**src/rtl/ram_request_sequencer.sv**
```systemverilog
// Command FIFO plus issue sequencer in front of the RAM controller: one request per
// command, then wait for completion or timeout and report read data or an error.
module ram_request_sequencer #(
   parameter int FIFO_DEPTH     = 4,
   parameter int TIMEOUT_CYCLES = 15
) (
   input  logic        clk,
   input  logic        rst,
   input  logic        cmd_valid,
   output logic        cmd_ready,
   input  logic        cmd_write,
   input  logic [23:0] cmd_addr,
   input  logic [15:0] cmd_wdata,
   output logic        ram_op,
   output logic [23:0] ram_addr,
   output logic [15:0] ram_wdata,
   output logic        ram_req,
   input  logic        ram_done,
   input  logic [15:0] ram_rdata,
   output logic        rsp_valid,
   output logic [15:0] rsp_rdata,
   output logic        rsp_error,
   output logic        busy
);
   localparam int PW = $clog2(FIFO_DEPTH);
   localparam int CW = PW + 1;
   localparam int TW = $clog2(TIMEOUT_CYCLES);
   localparam logic [CW-1:0] FULL_COUNT = CW'(FIFO_DEPTH);
   localparam logic [TW-1:0] TIMER_LAST = TW'(TIMEOUT_CYCLES - 1);

   typedef enum logic [1:0] {IDLE, ISSUE, WAIT, RECOVER} state_t;

   typedef struct packed {
      logic        write;
      logic [23:0] addr;
      logic [15:0] wdata;
   } cmd_t;

   cmd_t          mem [FIFO_DEPTH];
   cmd_t          head;
   logic [PW-1:0] wr_ptr;
   logic [PW-1:0] rd_ptr;
   logic [CW-1:0] count;
   logic [TW-1:0] timer;
   state_t        state;
   state_t        state_next;
   logic          push;
   logic          pop;
   logic          done_hit;
   logic          timeout_hit;

   assign cmd_ready = (count != FULL_COUNT);
   assign busy      = (state != IDLE) || (count != '0);
   assign push      = cmd_valid && cmd_ready && !rst;
   assign head      = mem[rd_ptr];

   // ---------------- command FIFO ----------------
   always_ff @(posedge clk) begin
      // NOTE: sequential state uses non-blocking assignments so every register samples pre-edge values.
      if (rst) begin
         wr_ptr <= '0;
         rd_ptr <= '0;
         count  <= '0;
      end else begin
         if (push) wr_ptr <= wr_ptr + PW'(1);
         if (pop)  rd_ptr <= rd_ptr + PW'(1);
         count <= count + CW'(push) - CW'(pop);
      end
   end

   // NOTE: storage is not reset; the pointers and count define which entries are meaningful.
   always_ff @(posedge clk) begin
      if (push) mem[wr_ptr] <= {cmd_write, cmd_addr, cmd_wdata};
   end

   // ---------------- FSM: state register ----------------
   always_ff @(posedge clk) begin
      if (rst) state <= IDLE;
      else     state <= state_next;
   end

   // ---------------- FSM: next state ----------------
   always_comb begin
      // NOTE: default assignment first so no path leaves state_next unassigned (no latch).
      state_next = state;
      unique case (state)
         IDLE:    if (pop) state_next = ISSUE;
         ISSUE:   state_next = WAIT;
         WAIT: begin
            if (done_hit)         state_next = IDLE;
            else if (timeout_hit) state_next = RECOVER;
         end
         RECOVER: state_next = IDLE;
         default: state_next = IDLE;
      endcase
   end

   // ---------------- FSM: output decode ----------------
   // Done takes priority over the terminal count when both land in the same WAIT cycle.
   always_comb begin
      pop         = (state == IDLE) && (count != '0);
      done_hit    = (state == WAIT) && ram_done;
      timeout_hit = (state == WAIT) && !ram_done && (timer == TIMER_LAST);
   end

   // ---------------- registered outputs and timeout counter ----------------
   always_ff @(posedge clk) begin
      if (rst) begin
         ram_op    <= 1'b0;
         ram_addr  <= '0;
         ram_wdata <= '0;
         ram_req   <= 1'b0;
         rsp_valid <= 1'b0;
         rsp_rdata <= '0;
         rsp_error <= 1'b0;
         timer     <= '0;
      end else begin
         ram_req   <= pop;
         rsp_valid <= done_hit && !ram_op;
         rsp_error <= timeout_hit;
         // Holding registers change only on a pop, so they stay stable through WAIT.
         if (pop) begin
            ram_op    <= head.write;
            ram_addr  <= head.addr;
            ram_wdata <= head.wdata;
         end
         if (done_hit && !ram_op) rsp_rdata <= ram_rdata;
         if (state == ISSUE)     timer <= '0;
         else if (state == WAIT) timer <= timer + TW'(1);
      end
   end

endmodule

```
**config.mk**
```make
export PLATFORM = sky130hd
export DESIGN_NAME = ram_request_sequencer
export DESIGN_NICKNAME = d
export VERILOG_FILES = /design/src/rtl/ram_request_sequencer.sv
export SDC_FILE = /design/constraint.sdc
export NUM_CORES = 1
export LEC_CHECK = 0
export BUFFER_PORTS_ARGS = -buffer_cell sky130_fd_sc_hd__buf_4
export CORE_MARGIN = 1.5
export CORE_UTILIZATION = 59
export CTS_BUF_LIST = sky130_fd_sc_hd__clkbuf_4
export DETAILED_ROUTE_END_ITERATION = 12
export PLACE_DENSITY = 0.81
export SLEW_MARGIN = 10
export SYNTH_ARGS = -nofsm -noshare
export SYNTH_HDL_FRONTEND = slang
export SYNTH_SLANG_ARGS = --single-unit
```
**constraint.sdc**
```tcl
create_clock -name clk -period 6.1 [get_ports clk]
set_input_delay 1.22 -clock clk [delete_from_list [all_inputs] [get_ports clk]]
set_output_delay 1.22 -clock clk [all_outputs]
set_load 0.005 [all_outputs]
```
==> results_dict.tcl <==
set metrics [dict create \
    vdd_drop_max_mv 0.2154 \
    worstPathMaxFanout 16 \
    min_delay_worst_endpoint "rsp_rdata[13]" \
    ys_types 43 \
    finalCritPeriodShare 0.4949 \
    worstSetupStartpointType "flop" \
    start_util 0.5981 \
    synth.avg_cell_area_um2 18.16 \
    synth_top_family_by_area "multiplexers" \
    critPathRequiredTime_ps 4880 \
    insertedDiodeCount 0 \
    tns_ps 0 \
    grt_max_degree 46 \
    clockBufferDepth 3 \
    yosysSeqAreaShare 0.7402 \
    ys_ff_latch 237 \
    synthSimpleGateAreaFrac 0.04293 \
    worstHoldStart "rsp_rdata[13]" \
    synth_edf_count 164 \
    final_util 0.7230 \
    antenna_found_initial 0 \
    synth.area.mux_share 0.1083 \
    ant_nets 0 \
    gr-total-overflow 0 \
    final_common_cell "edfxtp_1" \
    hold_class "flop to flop" \
    dp_hpwl_um 9408 \
    die_y_um 123.9 \
    firstDrtPassIters 5 \
    synthXorXnorAreaFrac 0.002030 \
    synth_nets 545 \
    wl_um 16120 \
    setup_viol 0 \
    r2r_setup_slack_ps 3650 \
    p_int_mw 3.269 \
    holdPathStages 2 \
    die_x_um 123.9 \
    final_hold_viol_count 0 \
    cts.clk_slew.worst_paths_ps 60 \
    p_leak_nw 3.808 \
    skew_ps 32.93 \
    syn_to_final_growth_pct 20.89 \
    clock_power_share 0.299 \
    rsz0062_at_grt "no" \
    pin_count 123 \
    pwr_density_cell_mw_per_mm2 431.2 \
    synth_ff_type "edfxtp_1" \
    final_nets 700 \
    wl_per_cell_um 18.73 \
    post_cts_buffers 0 \
    synth_area_mm2 0.008627 \
    die_area_mm2 0.01536 \
    r2r_cells 11 \
    cp-end-kind "output port" \
    sw_frac_of_total 0.2730 \
    cts_tree "built" \
    crit-reg2reg-launch "count[1]" \
    reg2reg_to "count[2]" \
    drc_errors 0 \
    relSlewSlack 0.2539 \
    worst-endpoint-arrival_ps 1800 \
    coreArea_mm2 0.01442 \
    port_buffers 122 \
    routabilityCongestion 0.7341 \
    drive_above_1_share 0.4092 \
    maxCapViolCount 0 \
    synthCells 475 \
    synth_compound_area_frac 0.06512 \
    pwr-share-seq 0.486 \
    grt_pass1_wl_um 25050 \
    track_usage 0.2210 \
    min_period_ps 3019 \
    hold_buffers 0 \
    cts_buffers 58 \
    synthArstFlopShare 0 \
    htreeDepth 2 \
    crit_start "state[0]" \
    clkSinkCount 237 \
    yosysWarnings 0 \
    via_per_inst 5.588 \
    worst_pin_slew_ps 1119 \
    critPathKind "flop to output port" \
    cts_resized 0 \
    grt_pass1_vias 4947 \
    p_switching_mw 1.228 \
    outcome "completed" \
    insertion_delay_ps 670 \
    cts-root-buf "clkbuf_4" \
    final_cell_mix "164 x edfxtp_1, 123 x buf_4, 95 x clkbuf_4, 71 x dfxtp_1" \
    combPwrFrac 0.214 \
    rows 44 \
    vias 4811 \
    hold_slack_ps 463.5 \
    synth_adder_area_share 0.01392 \
    drt-initial-drc-count 324 \
    slew_violations 0 \
    fmaxAchievable_ghz 0.3313 \
]
[registers in the layout (all words and copies together) (netlist names)]
signal,flops
wr_ptr,2
ram_wdata,16
state,2
ram_addr,24
ram_op,1
mem,164
rsp_rdata,16
rsp_valid,1
ram_req,1
timer,4
count,3
rsp_error,1
rd_ptr,2
[metal layers]
metal,global-route usage,vias to the layer above,wire length (µm)
met5,0,-,0
met4,0.09304,0,187
met3,0.05128,14,1244
met2,0.3709,183,8387
met1,0.2804,2400,6304
li1,-,2214,-
[cell usage after synthesis (2+ instances only)]
| cell type | n | area share |
|---|---|---|
| a21oi_1 | 21 | 0.012 |
| a22o_1 | 41 | 0.042 |
| and2_1 | 5 | 0.0036 |
| buf_1 | 4 | 0.0017 |
| buf_2 | 12 | 0.0070 |
| buf_6 | 10 | 0.013 |
| clkbuf_1 | 3 | 0.0013 |
| dfxtp_1 | 73 | 0.17 |
| edfxtp_1 | 164 | 0.57 |
| ha_1 | 8 | 0.012 |
| inv_1 | 10 | 0.0044 |
| mux4_2 | 41 | 0.11 |
| nand2_1 | 33 | 0.014 |
| nand2b_1 | 3 | 0.0022 |
| nand3_1 | 3 | 0.0017 |
| nand3b_1 | 3 | 0.0026 |
| nor2_1 | 9 | 0.0039 |
| nor3_1 | 4 | 0.0023 |
| nor3b_1 | 3 | 0.0026 |
| o21ai_0 | 2 | 0.0012 |
[power groups by stage]
stage	clock network (mW)	logic [mW]	registers [mW]
after floorplan	0	0.716	2.08
after global placement	0	0.920	2.21
after detailed placement	0	0.952	2.22
after CTS	1.38	0.961	2.19
after global routing	1.47	1.05	2.23
final	1.35	0.964	2.19
[cell families (layout without fill, tap and decap cells)]
logic type	after synthesis	in the layout
AO/OA/AOI/OAI	74	74
XOR/XNOR	2	2
adder cells (fa/ha/maj)	9	9
buffers and inverters	39	241
flip-flops	237	237
multiplexers	42	42
AND/OR/NAND/NOR	72	72
[worst max path at each step]
stage	slack, ps	depth (start not counted)	to
CTS	3040	3	cmd_ready
floorplan	2970	3	mem[0][0]
detailed placement	2700	11	count[2]
global route	2950	3	cmd_ready
finish	3080	3	busy
global placement	2850	11	count[2]
[worst max-delay path, cell delays in order, from the launching register on]
cell	delay (ps)
dfxtp_1	750
nor2_2	160
nand2_1	130
buf_4	110
[area by class of cell]
type | instances | area [µm²]
inverters | 10 | 37.54
clock buffers | 95 | 713.2
multi-input cells | 199 | 2033
well taps | 184 | 230.2
fillers | 901 | 3995
clock inverters | 12 | 72.57
repair buffers | 124 | 950.9
flip-flops and latches | 237 | 6391
[per-stage QoR]
step                std cells  total power [mW]  worst slack (ps)  cell area, µm²
floorplan                 475             2.795              2967            8627
global placement          753             3.134              2847            9607
detailed placement        753             3.174              2696            9607
CTS                       860             4.534              3042           10390
global route              861             4.744              2954           10430
finish                    861             4.497              3081           10430
Power figures use the tool's default switching activity.
